===== config.mk =====
export PLATFORM = sky130hd
export DESIGN_NAME = alu_arbiter
export DESIGN_NICKNAME = d
export VERILOG_FILES = /design/src/rtl/alu_arbiter_pkg.sv /design/src/rtl/alu_arbiter_picker.sv /design/src/rtl/alu_arbiter.sv
export SDC_FILE = /design/constraint.sdc
export NUM_CORES = 1
export LEC_CHECK = 0
export CORE_ASPECT_RATIO = 1.2
export CORE_UTILIZATION = 40
export DETAILED_ROUTE_END_ITERATION = 10
export GPL_TIMING_DRIVEN = 0
export MAX_ROUTING_LAYER = met4
export PLACE_DENSITY = 0.71
export SYNTH_ARGS = -nofsm -noshare
export SYNTH_HDL_FRONTEND = slang
export SYNTH_HIERARCHICAL = 1
export SYNTH_SLANG_ARGS = --single-unit

===== constraint.sdc =====
create_clock -name clk -period 14.3 [get_ports clk]
set_clock_uncertainty 0.15 [all_clocks]
set_input_delay 1.43 -clock clk [delete_from_list [all_inputs] [get_ports clk]]
set_output_delay 1.43 -clock clk [all_outputs]
set_load 0.01 [all_outputs]

===== src/rtl/alu_arbiter_pkg.sv =====
// ---------------------------------------------------------------------------
// alu_arbiter_pkg
// Shared definitions for the two-requester ALU arbiter:
//   - ALU op code constants and op width
//   - request record (aluop, a, b, tag)
// Optional build macro used by the importing files: ALU_LOCK_EN
// ---------------------------------------------------------------------------
package alu_arbiter_pkg;

    localparam int unsigned ALUOP_W   = 5;
    // Tag field is sized for the widest supported tag; narrower tags are
    // zero-filled into the low bits. TAG_W must not exceed this.
    localparam int unsigned TAG_W_MAX = 16;

    localparam logic [ALUOP_W-1:0] ADD_OP  = 5'd0;
    localparam logic [ALUOP_W-1:0] ADDU_OP = 5'd1;
    localparam logic [ALUOP_W-1:0] SUBU_OP = 5'd2;
    localparam logic [ALUOP_W-1:0] AND_OP  = 5'd3;
    localparam logic [ALUOP_W-1:0] OR_OP   = 5'd4;
    localparam logic [ALUOP_W-1:0] SLT_OP  = 5'd5;
    localparam logic [ALUOP_W-1:0] LUI_OP  = 5'd6;

    typedef struct packed {
        logic [ALUOP_W-1:0]   aluop;
        logic [31:0]          a;
        logic [31:0]          b;
        logic [TAG_W_MAX-1:0] tag;
    } alu_req_t;

endpackage


===== src/rtl/alu_arbiter_picker.sv =====
// ---------------------------------------------------------------------------
// alu_rr_picker
// Two-input round-robin picker. Produces a one-hot grant when the result slot
// can accept a new op; holds the round-robin pointer (0 = requester 0 next).
// Optional macro ALU_LOCK_EN adds per-requester lock inputs: a locked grant
// makes that requester the owner, and only the owner may be granted until it
// completes a transaction with lock=0.
// Ports:
//   clk, rst      clock, synchronous active-high reset
//   req_valid[1:0] requester valids
//   slot_free     result slot can take a new result this cycle
//   req_lock[1:0] (ALU_LOCK_EN only) lock request per requester
//   grant[1:0]    one-hot grant (combinational)
// ---------------------------------------------------------------------------
module alu_rr_picker (
    input  logic       clk,
    input  logic       rst,
    input  logic [1:0] req_valid,
    input  logic       slot_free,
`ifdef ALU_LOCK_EN
    input  logic [1:0] req_lock,
`endif
    output logic [1:0] grant
);

    logic       rr_ptr_q, rr_ptr_d;
    logic [1:0] eligible;
`ifdef ALU_LOCK_EN
    logic       owner_valid_q, owner_valid_d;
    logic       owner_q, owner_d;
`endif

    always_comb begin
        // No grant while in reset or while the result slot is blocked.
        eligible = (rst || !slot_free) ? 2'b00 : req_valid;
`ifdef ALU_LOCK_EN
        if (owner_valid_q) begin
            eligible = eligible & (owner_q ? 2'b10 : 2'b01);
        end
`endif
        if (eligible == 2'b11) begin
            grant = rr_ptr_q ? 2'b10 : 2'b01;
        end else begin
            grant = eligible;
        end

        rr_ptr_d = rr_ptr_q;
        if (grant[0]) begin
            rr_ptr_d = 1'b1;
        end else if (grant[1]) begin
            rr_ptr_d = 1'b0;
        end

`ifdef ALU_LOCK_EN
        owner_valid_d = owner_valid_q;
        owner_d       = owner_q;
        // While an owner exists only it can be granted, so re-deriving the
        // owner from every grant both takes and releases ownership.
        if (grant != 2'b00) begin
            owner_d       = grant[1];
            owner_valid_d = grant[1] ? req_lock[1] : req_lock[0];
        end
`endif
    end

    always_ff @(posedge clk) begin
        if (rst) begin
            rr_ptr_q      <= 1'b0;
`ifdef ALU_LOCK_EN
            owner_valid_q <= 1'b0;
            owner_q       <= 1'b0;
`endif
        end else begin
            rr_ptr_q      <= rr_ptr_d;
`ifdef ALU_LOCK_EN
            owner_valid_q <= owner_valid_d;
            owner_q       <= owner_d;
`endif
        end
    end

endmodule


===== src/rtl/alu_arbiter.sv =====
// ---------------------------------------------------------------------------
// alu_arbiter
// Shares one combinational ALU between two valid/ready requesters using
// round-robin arbitration; the result is registered into a single output
// slot with its own valid/ready handshake (1-cycle latency, 1 op/cycle).
// Optional macro ALU_LOCK_EN adds req0_lock / req1_lock ownership inputs.
// Ports:
//   clk, rst                      clock, synchronous active-high reset
//   reqN_valid/ready              requester N handshake (ready = grant)
//   reqN_aluop/a/b/tag            requester N op, operands and tag
//   reqN_lock                     (ALU_LOCK_EN only) take/keep ownership
//   res_valid/ready               result slot handshake
//   res_data/zero/src/tag         result, zero flag, source index, tag
// ---------------------------------------------------------------------------
module alu_arbiter
    import alu_arbiter_pkg::*;
#(
    parameter int unsigned TAG_W = 4
) (
    input  logic               clk,
    input  logic               rst,
    input  logic               req0_valid,
    output logic               req0_ready,
    input  logic [ALUOP_W-1:0] req0_aluop,
    input  logic [31:0]        req0_a,
    input  logic [31:0]        req0_b,
    input  logic [TAG_W-1:0]   req0_tag,
    input  logic               req1_valid,
    output logic               req1_ready,
    input  logic [ALUOP_W-1:0] req1_aluop,
    input  logic [31:0]        req1_a,
    input  logic [31:0]        req1_b,
    input  logic [TAG_W-1:0]   req1_tag,
`ifdef ALU_LOCK_EN
    input  logic               req0_lock,
    input  logic               req1_lock,
`endif
    output logic               res_valid,
    input  logic               res_ready,
    output logic [31:0]        res_data,
    output logic               res_zero,
    output logic               res_src,
    output logic [TAG_W-1:0]   res_tag
);

    alu_req_t          req0_s, req1_s, sel;
    logic [1:0]        grant;
    logic              slot_free;
    logic [31:0]       alu_out;
    logic              unused_tag;

    logic              res_valid_q, res_valid_d;
    logic [31:0]       res_data_q, res_data_d;
    logic              res_zero_q, res_zero_d;
    logic              res_src_q, res_src_d;
    logic [TAG_W-1:0]  res_tag_q, res_tag_d;

    assign slot_free = !res_valid_q || res_ready;

    alu_rr_picker u_picker (
        .clk       (clk),
        .rst       (rst),
        .req_valid ({req1_valid, req0_valid}),
        .slot_free (slot_free),
`ifdef ALU_LOCK_EN
        .req_lock  ({req1_lock, req0_lock}),
`endif
        .grant     (grant)
    );

    assign req0_ready = grant[0];
    assign req1_ready = grant[1];

    always_comb begin
        req0_s              = '0;
        req0_s.aluop        = req0_aluop;
        req0_s.a            = req0_a;
        req0_s.b            = req0_b;
        req0_s.tag[TAG_W-1:0] = req0_tag;
        req1_s              = '0;
        req1_s.aluop        = req1_aluop;
        req1_s.a            = req1_a;
        req1_s.b            = req1_b;
        req1_s.tag[TAG_W-1:0] = req1_tag;
        sel                 = grant[1] ? req1_s : req0_s;
    end

    // Upper tag bits are always zero-filled padding.
    assign unused_tag = ^sel.tag;

    always_comb begin
        alu_out = '0;
        case (sel.aluop)
            ADD_OP, ADDU_OP: alu_out = sel.a + sel.b;
            SUBU_OP:         alu_out = sel.a - sel.b;
            AND_OP:          alu_out = sel.a & sel.b;
            OR_OP:           alu_out = sel.a | sel.b;
            SLT_OP:          alu_out = {31'b0, ($signed(sel.a) < $signed(sel.b))};
            LUI_OP:          alu_out = {sel.b[15:0], 16'h0000};
            default:         alu_out = '0;
        endcase
    end

    always_comb begin
        res_valid_d = res_valid_q;
        res_data_d  = res_data_q;
        res_zero_d  = res_zero_q;
        res_src_d   = res_src_q;
        res_tag_d   = res_tag_q;
        if (grant != 2'b00) begin
            res_valid_d = 1'b1;
            res_data_d  = alu_out;
            res_zero_d  = (alu_out == 32'd0);
            res_src_d   = grant[1];
            res_tag_d   = sel.tag[TAG_W-1:0];
        end else if (res_valid_q && res_ready) begin
            res_valid_d = 1'b0;
        end
    end

    always_ff @(posedge clk) begin
        if (rst) begin
            res_valid_q <= 1'b0;
            res_data_q  <= '0;
            res_zero_q  <= 1'b0;
            res_src_q   <= 1'b0;
            res_tag_q   <= '0;
        end else begin
            res_valid_q <= res_valid_d;
            res_data_q  <= res_data_d;
            res_zero_q  <= res_zero_d;
            res_src_q   <= res_src_d;
            res_tag_q   <= res_tag_d;
        end
    end

    assign res_valid = res_valid_q;
    assign res_data  = res_data_q;
    assign res_zero  = res_zero_q;
    assign res_src   = res_src_q;
    assign res_tag   = res_tag_q;

endmodule


==> impl_metrics.csv <==
group,metric,value,unit
synth,synth.ff_latch_count,40,
pwr,ir_drop_worst_vdd,0.0000641,V
cts,cts-htree-levels,2,
worst_setup_path,worstPathCellList,"clkdlybuf4s50_1, nand3b_1, a21oi_1, buf_4, buf_4, buf_2, buf_2, buf_1, buf_1, mux2i_1, fa_1, o21bai_2, a2111oi_4, o21ai_2, o21ai_0, a221o_1, a221oi_1, o211ai_1, nor4_1, nand4_1, o41ai_2",
placed_design,post-dp-hpwl,29400,um
sta,setup_viol,0,
cts,cts_hold_repair.buffers,0,
routing,vias,9671,
pwr,cellLeakagePower,4.25,nW
worst_setup_path,critical_path.n_buffers_inverters,7,
status,run_status,"completed",
finish,area_growth_syn_to_layout,29.9,%
routing,remaining_drcs,0,
cts,clock_root_buffer,"sky130_fd_sc_hd__clkbuf_16",
finish,diodes,0,
finish,multi_input_area,0.00651,mm^2
pwr,power_frac_comb,0.666,
synth,post_synth_num_cell_types,89,
worst_setup_path,arrival,9820,ps
pwr,power_per_cell_area,69.6,mW/mm^2
synth,count_of_flip_flops_with_a_built_in_enable_after_synthesis,0,
worst_hold_path,min-delay-path-class,"reg2reg",
synth,post-synth-top-count-cell,"sky130_fd_sc_hd__nor2_1",
sta,slew_at_the_pin_closest_to_its_max_slew_limit,1230,ps
cts,clock_sink_count,40,
synth,post_synthesis_sequential_area_ratio,0.100,
cts,insertion_delay,290,ps
synth,synth_area_per_cell,7.15,um^2
routing,drtIter0Drc,1133,
finish,drive_gt1_frac,0.0533,
worst_setup_path,worstSetupStartpointType,"input pin",
pwr,finalPower,0.000721,W
synth,synth_flop_cell,"sky130_fd_sc_hd__dfxtp_1",
routing,postRouteAntennaNets,0,
sta,max_slew_margin,0.177,
floorplanning,placeable_core_region,0.0195,mm^2
sta,max_clock_freq,102,MHz
sta,setup-tns-final,0,ps
floorplanning,floorplan.die.height,157,um
finish,fin_util,0.530,
floorplanning,io_pins,192,
placed_design,routabilityCongestion,1.07,
routing,post_drt_wl_per_cell,23.0,um
cts,cts_setup_buffers,0,
pwr,internal_power,0.000374,W
routing,route.final.wire_length,36300,um
global_route,first_global_vias,8870,
finish,seq_area,801,um^2
worst_setup_path,crit_path_max_fanout,10,
sta,final-max-slew-violation-count,0,
finish,net_count_of_the_finished_layout,1566,
global_route,grt_overflow_total,0,
sta,layout_min_cycle_time,9780,ps
worst_setup_path,worst_stage_delay_on_the_critical_path,970,ps
synth,syn-num-nets,1368,
routing,detail_route.vias_per_cell,6.14,
worst_setup_path,kind_of_end_point_of_the_critical_path,"flip-flop",
sta,grt_setup_unrepaired,"false",
pwr,power.switching_fraction,0.481,
worst_setup_path,critical-path-slowest-cell,"sky130_fd_sc_hd__buf_1",
worst_setup_path,crit_family,"buffers and inverters",
synth,async_flop_share,0,
synth,synth_area_leader_cell,"sky130_fd_sc_hd__ha_1",
pwr,total_switching_power,0.000347,W
synth,ys_top_cells_by_count,"sky130_fd_sc_hd__nor2_1 (123), sky130_fd_sc_hd__ha_1 (100), sky130_fd_sc_hd__inv_1 (95), sky130_fd_sc_hd__a21oi_1 (89), sky130_fd_sc_hd__mux2i_1 (78)",
worst_setup_path,setup.worst_path.class,"in2reg",
floorplanning,row_count,56,
synth,leading_post_synthesis_cells_by_cell_area,"sky130_fd_sc_hd__ha_1 (16%), sky130_fd_sc_hd__dfxtp_1 (10%), sky130_fd_sc_hd__mux2i_1 (9.8%), sky130_fd_sc_hd__nor2_1 (5.8%), sky130_fd_sc_hd__a21oi_1 (5.6%)",
worst_setup_path,required,14340,ps
cts,numCtsBuffers,5,
sta,final.hold.worst_slack,314,ps
cts,clk_pin_slew_worst_paths,60,ps
cts,cts_resized,0,
floorplanning,initial_core_util,0.408,
global_route,wire_length_of_the_first_global_routing_pass,53200,um
routing,drt_pass1_iterations,6,
synth,synth_top_cell_area_share,0.157,
cts,tritoncts,"done",
synth,syn-cell-area,0.00797,mm^2
placed_design,port_buf_inserts,191,
finish,fillCellCount,1910,
floorplanning,die_w,131,um
global_route,antenna_found_initial,0,
sta,layout_worst_path_cycle_share,0.684,
sta,report.final.hold_viol_count,0,
run,cap_violations,0,
floorplanning,die_ar,0.0205,mm^2
synth,postSynthCellCount,1115,
pwr,power_frac_clock,0.155,
global_route,pin_count_of_the_biggest_net_entering_global_routing,14,
global_route,groute.usage.overall,0.360,
synth,yosysWarnings,6,
cts,clockBufferDepth,2,
pwr,p_seq_frac,0.178,
[power by group through the flow]
| stage | Clock, W | Combinational [W] | Sequential [W] |
|---|---|---|---|
| 2_1_floorplan | 0 | 0.000286 | 0.000134 |
| 3_3_place_gp | 0 | 0.000465 | 0.000130 |
| 3_5_place_dp | 0 | 0.000465 | 0.000131 |
| 4_1_cts | 0.000112 | 0.000468 | 0.000128 |
| 5_1_grt | 0.000116 | 0.000517 | 0.000129 |
| 6_report | 0.000112 | 0.000481 | 0.000129 |
[cell type report]
cell class,instances,share of cell area
Clock buffer,5,0.0121
Clock inverter,3,0.00181
Timing Repair Buffer,191,0.185
Buffer,67,0.0290
Tap cell,261,0.0315
Sequential cell,40,0.0773
Multi-Input combinational cell,911,0.628
Inverter,97,0.0352
[per-stage QoR]
| step | setup WS, ps | area, um^2 | cells |
|---|---|---|---|
| after CTS | 4700 | 10400 | 1575 |
| after detailed placement | 4450 | 10200 | 1567 |
| after global routing | 4230 | 10400 | 1575 |
| final | 4520 | 10400 | 1575 |
| after floorplan | 7440 | 7970 | 1115 |
| after global placement | 4410 | 10200 | 1567 |
[flip-flops by register name, summed over array words and instances, names as in the netlist]
signal             flops
res_src                1
res_valid              1
res_data              32
res_zero               1
res_tag                4
u_picker/rr_ptr_q      1
[cell families after synthesis]
kind of cell    after synthesis  synth area share
compound gates              359             0.315
xor+xnor                     14            0.0154
fa+ha+maj                   102             0.162
buf+inv                     164            0.0833
flops                        40             0.100
mux                          80             0.101
simple gates                356             0.224
[layer usage]
layer | routed length [um] | part of all wire | GRT usage
met4 | 2410 | 0.066 | 0.192
met3 | 3650 | 0.10 | 0.0574
met1 | 14400 | 0.40 | 0.446
met2 | 15800 | 0.44 | 0.557
met5 | 0 | 0 | -
[path summary, 6_finish.rpt]
check	depth (start not counted)	end	slack [ps]	startpoint
min reg2reg	2	res_data[18]	310	res_data[18]
max reg2reg	21	res_zero	5910	res_valid
max	21	res_zero	4520	rst
min	2	res_data[18]	310	res_data[18]
[tightest hold or removal path: cells and delay by family (launching register included)]
kind | cells | cell delay [ps]
compound gates | 1 | 50
simple gates | 1 | 50
flops | 1 | 310
[placed cells by master, fill, tap and decap left out, types with 30 or more instances in the layout]
| cell | n |
|---|---|
| sky130_fd_sc_hd__nand2_1 | 65 |
| sky130_fd_sc_hd__clkbuf_1 | 30 |
| sky130_fd_sc_hd__nor2_1 | 123 |
| sky130_fd_sc_hd__mux2i_1 | 78 |
| sky130_fd_sc_hd__clkdlybuf4s50_1 | 191 |
| sky130_fd_sc_hd__inv_1 | 95 |
| sky130_fd_sc_hd__a211oi_1 | 31 |
| sky130_fd_sc_hd__nor3_1 | 36 |
| sky130_fd_sc_hd__dfxtp_1 | 40 |
| sky130_fd_sc_hd__o21ai_0 | 57 |
| sky130_fd_sc_hd__a21oi_1 | 89 |
| sky130_fd_sc_hd__ha_1 | 100 |
Power figures use the tool's default switching activity.
